**config.mk**
```make
export PLATFORM = sky130hd
export DESIGN_NAME = traffic_light_responder_flat
export DESIGN_NICKNAME = d
export VERILOG_FILES = /design/src/rtl/traffic_light_responder_if.sv /design/src/rtl/traffic_light_responder.sv /design/src/flat_wrapper.sv
export SDC_FILE = /design/constraint.sdc
export NUM_CORES = 1
export LEC_CHECK = 0
export CAP_MARGIN = 20
export CORE_MARGIN = 8
export CORE_UTILIZATION = 57
export DETAILED_ROUTE_END_ITERATION = 8
export PLACE_DENSITY = 0.82
export SLEW_MARGIN = 20
export SYNTH_ARGS = -nofsm -noshare
export SYNTH_HDL_FRONTEND = slang
export SYNTH_SLANG_ARGS = --single-unit
```
**constraint.sdc**
```tcl
create_clock -name clk -period 3.4 [get_ports clk]
set_clock_uncertainty 0.1 [all_clocks]
set_input_delay 0.34 -clock clk [delete_from_list [all_inputs] [get_ports clk]]
set_output_delay 0.34 -clock clk [all_outputs]
set_load 0.005 [all_outputs]
```
**src/rtl/traffic_light_responder_if.sv**
```systemverilog
`default_nettype none
// ============================================================================
// Module      : traffic_light_responder_if
// Description : 2-bit traffic-light command bus between junction controller
//               and lamp responder.
// Revision    : 1.0
// ============================================================================
interface traffic_light_responder_if;
  logic [1:0] cmd;
  logic [1:0] light;
  logic       ack;
  logic       err;
  logic       busy;
  logic       fault;
  logic [3:0] err_cnt;

  modport master (
    output cmd,
    input  light,
    input  ack,
    input  err,
    input  busy,
    input  fault,
    input  err_cnt
  );

  modport slave (
    input  cmd,
    output light,
    output ack,
    output err,
    output busy,
    output fault,
    output err_cnt
  );
endinterface
`default_nettype wire

```
**src/rtl/traffic_light_responder.sv**
```systemverilog
`default_nettype none
// ============================================================================
// Module      : traffic_light_responder
// Description : Lamp-side endpoint enforcing RED->YEL->GREEN->YEL->RED with
//               per-lamp dwell, error counting and a blinking fault mode.
// Revision    : 1.0
// ============================================================================
module traffic_light_responder #(
  parameter int MIN_DWELL  = 2,
  parameter int MAX_ERR    = 3,
  parameter int BLINK_HALF = 4
) (
  input  wire logic                 clk,
  input  wire logic                 rstb,
  traffic_light_responder_if.slave  bus
);

  localparam int c_dwell_w = (MIN_DWELL < 1)  ? 1 : $clog2(MIN_DWELL + 1);
  localparam int c_blink_w = (BLINK_HALF < 2) ? 1 : $clog2(BLINK_HALF);

  localparam logic [c_dwell_w-1:0] c_dwell_load = c_dwell_w'(MIN_DWELL);
  localparam logic [c_dwell_w-1:0] c_dwell_one  = c_dwell_w'(1);
  localparam logic [c_dwell_w-1:0] c_dwell_zero = '0;
  localparam logic [c_blink_w-1:0] c_blink_last = c_blink_w'(BLINK_HALF - 1);
  localparam logic [c_blink_w-1:0] c_blink_one  = c_blink_w'(1);
  localparam logic [c_blink_w-1:0] c_blink_zero = '0;
  localparam logic [3:0]           c_max_err    = 4'(MAX_ERR);

  localparam logic [1:0] c_lamp_red = 2'b00;
  localparam logic [1:0] c_lamp_yel = 2'b01;
  localparam logic [1:0] c_lamp_grn = 2'b10;

  localparam logic [1:0] c_cmd_nop = 2'b00;
  localparam logic [1:0] c_cmd_yel = 2'b01;
  localparam logic [1:0] c_cmd_grn = 2'b10;
  localparam logic [1:0] c_cmd_red = 2'b11;

  typedef enum logic [2:0] {
    ST_RED    = 3'd0,
    ST_YEL_UP = 3'd1,
    ST_GREEN  = 3'd2,
    ST_YEL_DN = 3'd3,
    ST_FAULT  = 3'd4
  } state_t;

  state_t               r_state;
  logic [1:0]           r_light;
  logic                 r_ack;
  logic                 r_err;
  logic                 r_fault;
  logic [3:0]           r_err_cnt;
  logic [c_dwell_w-1:0] r_dwell;
  logic [c_blink_w-1:0] r_blink_cnt;

  state_t               w_state_nxt;
  logic [1:0]           w_light_nxt;
  logic                 w_ack_nxt;
  logic                 w_err_nxt;
  logic                 w_fault_nxt;
  logic [3:0]           w_err_cnt_nxt;
  logic [c_dwell_w-1:0] w_dwell_nxt;
  logic [c_blink_w-1:0] w_blink_nxt;

  logic                 w_busy;
  logic [3:0]           w_err_inc;
  logic                 w_legal;

  assign w_busy    = (r_dwell != c_dwell_zero);
  assign w_err_inc = (r_err_cnt == 4'hF) ? 4'hF : (r_err_cnt + 4'd1);

  // RED+RED is legal but keeps the lamp, so it is handled separately below.
  always_comb begin
    w_legal = 1'b0;
    case (r_state)
      ST_RED:    w_legal = (bus.cmd == c_cmd_yel) || (bus.cmd == c_cmd_red);
      ST_YEL_UP: w_legal = (bus.cmd == c_cmd_grn);
      ST_GREEN:  w_legal = (bus.cmd == c_cmd_yel);
      ST_YEL_DN: w_legal = (bus.cmd == c_cmd_red);
      default:   w_legal = 1'b0;
    endcase
  end

  always_comb begin
    w_state_nxt   = r_state;
    w_light_nxt   = r_light;
    w_ack_nxt     = 1'b0;
    w_err_nxt     = 1'b0;
    w_fault_nxt   = r_fault;
    w_err_cnt_nxt = r_err_cnt;
    w_dwell_nxt   = w_busy ? (r_dwell - c_dwell_one) : c_dwell_zero;
    w_blink_nxt   = r_blink_cnt;

    if (r_state == ST_FAULT) begin
      if (bus.cmd == c_cmd_red) begin
        w_state_nxt   = ST_RED;
        w_light_nxt   = c_lamp_red;
        w_fault_nxt   = 1'b0;
        w_err_cnt_nxt = 4'd0;
        w_ack_nxt     = 1'b1;
        w_dwell_nxt   = c_dwell_load;
        w_blink_nxt   = c_blink_zero;
      end else if (r_blink_cnt == c_blink_last) begin
        w_blink_nxt = c_blink_zero;
        w_light_nxt = (r_light == c_lamp_yel) ? c_lamp_red : c_lamp_yel;
      end else begin
        w_blink_nxt = r_blink_cnt + c_blink_one;
      end
    end else if ((bus.cmd != c_cmd_nop) && !w_busy) begin
      if (w_legal) begin
        w_ack_nxt = 1'b1;
        case (r_state)
          ST_RED: begin
            if (bus.cmd == c_cmd_yel) begin
              w_state_nxt = ST_YEL_UP;
              w_light_nxt = c_lamp_yel;
              w_dwell_nxt = c_dwell_load;
            end
          end
          ST_YEL_UP: begin
            w_state_nxt = ST_GREEN;
            w_light_nxt = c_lamp_grn;
            w_dwell_nxt = c_dwell_load;
          end
          ST_GREEN: begin
            w_state_nxt = ST_YEL_DN;
            w_light_nxt = c_lamp_yel;
            w_dwell_nxt = c_dwell_load;
          end
          ST_YEL_DN: begin
            w_state_nxt = ST_RED;
            w_light_nxt = c_lamp_red;
            w_dwell_nxt = c_dwell_load;
          end
          default: w_state_nxt = r_state;
        endcase
      end else begin
        w_err_nxt     = 1'b1;
        w_err_cnt_nxt = w_err_inc;
        if (w_err_inc >= c_max_err) begin
          w_state_nxt = ST_FAULT;
          w_fault_nxt = 1'b1;
          w_light_nxt = c_lamp_yel;
          w_blink_nxt = c_blink_zero;
        end
      end
    end
  end

  always_ff @(posedge clk or negedge rstb) begin
    if (!rstb) begin
      r_state     <= ST_RED;
      r_light     <= c_lamp_red;
      r_ack       <= 1'b0;
      r_err       <= 1'b0;
      r_fault     <= 1'b0;
      r_err_cnt   <= 4'd0;
      r_dwell     <= c_dwell_zero;
      r_blink_cnt <= c_blink_zero;
    end else begin
      r_state     <= w_state_nxt;
      r_light     <= w_light_nxt;
      r_ack       <= w_ack_nxt;
      r_err       <= w_err_nxt;
      r_fault     <= w_fault_nxt;
      r_err_cnt   <= w_err_cnt_nxt;
      r_dwell     <= w_dwell_nxt;
      r_blink_cnt <= w_blink_nxt;
    end
  end

  assign bus.light   = r_light;
  assign bus.ack     = r_ack;
  assign bus.err     = r_err;
  assign bus.busy    = w_busy;
  assign bus.fault   = r_fault;
  assign bus.err_cnt = r_err_cnt;

endmodule
`default_nettype wire

```
**src/flat_wrapper.sv**
```systemverilog
// flat-port wrapper written by rule: the top's interface ports become plain ports
module traffic_light_responder_flat 
#(
  parameter int MIN_DWELL  = 2,
  parameter int MAX_ERR    = 3,
  parameter int BLINK_HALF = 4
)
  (clk, rstb, bus_cmd, bus_light, bus_ack, bus_err, bus_busy, bus_fault, bus_err_cnt);
  traffic_light_responder_if bus_i ();
  input  wire logic clk;
  input  wire logic rstb;
  input wire logic [$bits(bus_i.cmd)-1:0] bus_cmd;
  output wire logic [$bits(bus_i.light)-1:0] bus_light;
  output wire logic [$bits(bus_i.ack)-1:0] bus_ack;
  output wire logic [$bits(bus_i.err)-1:0] bus_err;
  output wire logic [$bits(bus_i.busy)-1:0] bus_busy;
  output wire logic [$bits(bus_i.fault)-1:0] bus_fault;
  output wire logic [$bits(bus_i.err_cnt)-1:0] bus_err_cnt;
  assign bus_i.cmd = bus_cmd;
  assign bus_light = bus_i.light;
  assign bus_ack = bus_i.ack;
  assign bus_err = bus_i.err;
  assign bus_busy = bus_i.busy;
  assign bus_fault = bus_i.fault;
  assign bus_err_cnt = bus_i.err_cnt;
  traffic_light_responder #(.MIN_DWELL(MIN_DWELL), .MAX_ERR(MAX_ERR), .BLINK_HALF(BLINK_HALF)) u_core (.clk(clk), .rstb(rstb), .bus(bus_i));
endmodule
```
==> Yosys cells after proc, flatten, opt, wreduce, memory -nomap -nowiden <==
Index checks and enable logic that the tools add are counted.
{ "totals": {"memories": 0, "register_bits": 16, "inputBits": 4, "out_inout_bits": 10, "latch_bits": 0, "romBits": 0, "elab_cells": 89, "ram_bits": 0} }
{ "classes": {"div_mod_pow": 0, "n_reduce_logical": 15, "muxes": 47, "eq_ne": 15, "n_shift": 0, "multipliers": 0, "n_lt_le_gt_ge": 1, "addsub": 3, "bitwise": 0} }
{ "ops": {"columns": ["operator", "count"], "rows": [
  ["2-bit two-way mux", 19],
  ["4-bit two-way mux", 5],
  ["3-bit two-way mux", 6],
  ["1-bit two-way mux", 13],
  ["3-bit case mux with 4 select lines", 1],
  ["5-bit AND reduction", 2],
  ["2-bit case mux with 4 select lines", 1],
  ["2-bit nonzero test", 4],
  ["2-bit == test (second input constant)", 3],
  ["3-bit by 2-bit == test with 1-bit output (second input constant)", 2],
  ["6-bit inequality test (second input constant)", 1],
  ["3-bit AND reduction", 2],
  ["4-bit by 1-bit adder with 4-bit output (second input constant)", 1],
  ["2-bit by 1-bit == test with 1-bit output (second input constant)", 2],
  ["4-bit == test (second input constant)", 1],
  ["4-bit by 2-bit >= comparator with 1-bit output (second input constant)", 1],
  ["4-bit inequality test (second input constant)", 1],
  ["1-bit case mux with 4 select lines", 1],
  ["2-bit case mux with 2 select lines", 1],
  ["4-bit AND reduction", 1],
  ["3-bit by 1-bit == test with 1-bit output (second input constant)", 1],
  ["3-bit == test (second input constant)", 1],
  ["3-bit zero test", 1],
  ["3-bit by 2-bit inequality test with 1-bit output (second input constant)", 1],
  ["other kinds (9)", 9]
]} }

==> Depth between registers and ports, before layout <==
{ "logic_depth": {"ltp_word": 7, "depth_mapped": 6, "depth_no_buf": 6} }

==> Least setup slack after synthesis <==
No wires, ideal clock.
{ "synth_timing": {"path_type": "register to register", "start": "register u_core.r_err_cnt[0] (netlist: u_core.bus.err_cnt[0])", "end": "register u_core.r_state[0]", "setup_ns": 0.125, "arrival_ns": 1.841, "period_less_slack_ns": 2.066, "path_slack_ns": 1.334, "t_required_ns": 3.175, "path_stages_with_launch": 7, "n_path_buf": 0, "cell_sequence": "dfrtp_1 ha_1 a21bo_1 a2111oi_4 or2_4 o22ai_4 mux2_4"} }
{ "synth_between": {"elab_chain_len": 5, "word_cells_on_any_way": 6, "cone_classes": "1 x add/sub; 1 x order compare; 1 x eq/ne; 1 x mux; 2 x reduce/logical"} }
{ "synth_lines": {"columns": ["element", "line", "source"], "rows": [
  ["start, declared", "traffic_light_responder.sv:51", "logic [3:0] r_err_cnt;"],
  ["start signal, assigned", "traffic_light_responder.sv:165", "r_err_cnt <= w_err_cnt_nxt;"],
  ["4-bit by 1-bit adder with 4-bit output or 4-bit == test (tied branches)", "traffic_light_responder.sv:69", "assign w_err_inc = (r_err_cnt == 4'hF) ? 4'hF : (r_err_cnt + 4'd1);"],
  ["4-bit two-way mux (*)", "traffic_light_responder.sv:69", null],
  ["4-bit by 2-bit >= comparator with 1-bit output (*)", "traffic_light_responder.sv:139", "if (w_err_inc >= c_max_err) begin"],
  ["3-bit nonzero test (no source line) (*)", null, null],
  ["5-bit AND reduction (no source line) (*)", null, null],
  ["end signal, assigned", "traffic_light_responder.sv:160", "r_state <= w_state_nxt;"],
  ["end, declared", "traffic_light_responder.sv:46", "state_t r_state;"]
]} }
Mark *: on every way between the ends. The rest lies on a longest branch, timed or not.
A chain may end at the register's enable or synchronous reset.

==> Worst setup path after layout <==
Same ends and word-level chain as after synthesis.

==> metrics.txt <==
post-synthesis adder-cell area fraction 2.48%; pin count of the biggest net entering global routing 17; Max Cap Viol 0; final core occ 66.5%; slew of the pin with the lowest slew margin between 800 and 900 ps; Filler cells about 140; first-pass GRT wire length 3.53 mm; Die Y roughly 58 um; largest family of logic cells by synthesized area compound AO/OA/AOI/OAI gates; RSZ-0062 raised after global routing false; Core Box Area around 1700 um2; Leakage approximately 0.48 nW; I/O pin count 14; max-slew violations 0; Num CTS Buffers 3; clk root buf clkbuf_4; FF-to-FF path depth 6; status complete, no violations; final setup fails 0; Die X ~58 um; Pwr Density slightly above 1000 nW/um2; R2R Setup Slk approximately 1200 ps; warnings from Yosys 0; area of the multi-input gates 531 um2; compound-gate portion of the synthesized area about a quarter; critical path fanouts, max 7; Critical R2R Capture u_core.r_state[0]; Seq/Total Area, Yosys between 30% and 40%; Tmin final ~2200 ps; post-CTS sizing 0; final hold violations 0; Worst-Skew Late Latency between 200 and 300 ps; FP Rows 15; placed cell area 1100 um2; Syn-to-layout area delta 11.1%; share of cells above drive strength 1 11.4%; Die Area ~3400 um2; Vias 850; CTS tree yes; Max VDD drop 0.489 mV; Overflow after GRT 0; Placer Congestion around 0.83; flops & latches, synth 16; CP Launch Type flip-flop; Slew headroom between 40% and 50%; number of global-route vias before repair roughly 780; clock sink total 16; CP arrival roughly 2300 ps; final wirelength approximately 2.1 mm; Reg-to-Reg Start u_core.bus.err_cnt[0]; final instance area between 1000 and 1500 um2; Worst-path clk slew 80 ps; Total GRT Usage about an eighth; fmax between 400 and 500 MHz; number of antenna diodes 0; Longest Clk Path Bufs 2; drt initial violations 29; synth unique cells 43; post-CTS setup buffer count 0; Crit Path Category reg2reg; DR WL/cell about 16 um; setup_tns 0 ps; syn nets 109; fin nets between 100 and 150; HPWL Detailed between 1.5 and 2 mm; Initial Util ~60%; period utilization 65.3%; H-tree levels 1; CTS Hold Bufs 0; FF/Latch Area ~400 um2; multiplexer area fraction after synthesis 2.60%; DR pass1 iterations 4; Hold/Removal Path Class in2async; DRC 0; I/O Buffers 13; power consumption 1.15 mW; Hold Slack ~370 ps; Routed Antenna Nets 0; initial antenna violation count 0; Avg Synthesized Cell Area 9.82 um2; xor-xnor portion of the synthesized cell area 0.866%; vias per inst between 6 and 7; simple-gate area share of the yosys netlist approximately a fifth; crit end category flip-flop; Syn Inst Count 103; Post-Syn Area around 1000 um2; WP data required 3470 ps
## cell families (layout without fill, tap and decap cells)
logic type / count (synthesis) / after routing
xor gates and xnor gates: 1 / 1
adders and majority gates: 2 / 2
buffers and inverters: 10 / 21
and+or+nand+nor: 39 / 39
muxes: 2 / 2
AOI/OAI and AO/OA: 33 / 33
DFF: 16 / 16
## worst max path at each step
stage                                from           endpoint  slack (ps)  depth (start not counted)
CTS                 u_core.bus.err_cnt[0]  u_core.r_state[0]        1180                          6
global route        u_core.bus.err_cnt[0]  u_core.r_state[0]        1060                          6
finish              u_core.bus.err_cnt[0]  u_core.r_state[0]        1180                          6
global placement               bus_cmd[0]  u_core.r_state[0]        1080                          5
detailed placement             bus_cmd[0]  u_core.r_state[0]         970                          5
floorplan           u_core.bus.err_cnt[0]  u_core.r_state[0]        1330                          6
## where the power goes
part | internal [mW] | switching [mW] | leakage, nW
registers | 0.270 | 0.0953 | 0.204
clock network | 0.0411 | 0.0518 | 0.0138
logic | 0.351 | 0.341 | 0.259
## final cells by class
class                      count  area share [%]
multi-input combinational     77            47.2
sequential                    16            35.6
timing repair buffer          13            11.6
clock buffer                   3            2.00
tap                           17            1.89
inverter                       5            1.67
## flip-flops by register name, summed over array words and instances, names as in the netlist
name and flops:
u_core.bus.err_cnt 4, u_core.r_state 3, u_core.bus.light 2, u_core.r_blink_cnt 2, u_core.r_dwell 2, u_core.bus.ack 1, u_core.bus.err 1, u_core.bus.fault 1
## per-layer routing
metal	wire (um)	share of wire (%)	vias to the layer above	GRT usage [%]
li1	-	-	405	-
met1	935	44	422	16.5
met2	1050	50	21	19.7
met3	114	5.4	2	5.30
met4	14	0.66	0	5.59
met5	0	0	-	0
## through the flow
step | setup WS [ps] | std cells
final | 1180 | 131
after global routing | 1060 | 131
after CTS | 1180 | 131
after detailed placement | 967 | 128
after global placement | 1080 | 128
after floorplan | 1330 | 103
## cells in the final DEF, fill, tap and decap left out, drive strengths merged, types with 3 or more instances in the layout
master / netlist / layout
a21oi: 3 / 3
a31oi: 3 / 3
clkbuf: 2 / 3
clkdlybuf4s50: 0 / 13
dfrtp: 16 / 16
inv: 5 / 5
nand2: 10 / 10
nand3: 5 / 5
nor2: 9 / 9
nor3b: 3 / 3
o21ai: 7 / 7
o22ai: 3 / 3
## synth_stat cells, drive strengths merged
cell     count  area, um2
dfrtp       16        400
nand2       10       37.5
nor2         9       33.8
o21ai        7       35.0
inv          5       18.8
nand3        5       25.0
a21oi        3       15.0
a31oi        3       18.8
buf          3       33.8
nor3b        3       27.5
o22ai        3       32.5
a211oi       2       15.0
a2bb2oi      2       17.5
and2         2       12.5
clkbuf       2       27.5
ha           2       25.0
mux2         2       26.3
nor2b        2       15.0
nor3         2       10.0
o31ai        2       15.0
or2          2       15.0
a2111oi      1       27.5
a21bo        1       10.0
a311oi       1       8.76
a31o         1       8.76
a32o         1       10.0
a32oi        1       8.76
a41oi        1       8.76
and2b        1       10.0
nand4        1       6.26
nor4         1       6.26
o21a         1       7.51
o22a         1       8.76
o2bb2ai      1       8.76
o32ai        1       8.76
or3          1       6.26
xnor2        1       8.76
## critical path: stages (launching register included)
cell and delay, ps:
dfrtp_1 450, ha_1 300, a21bo_1 260, a2111oi_4 400, or2_4 210, o22ai_4 80, mux2_4 320
(Power assumes the default switching activity.)
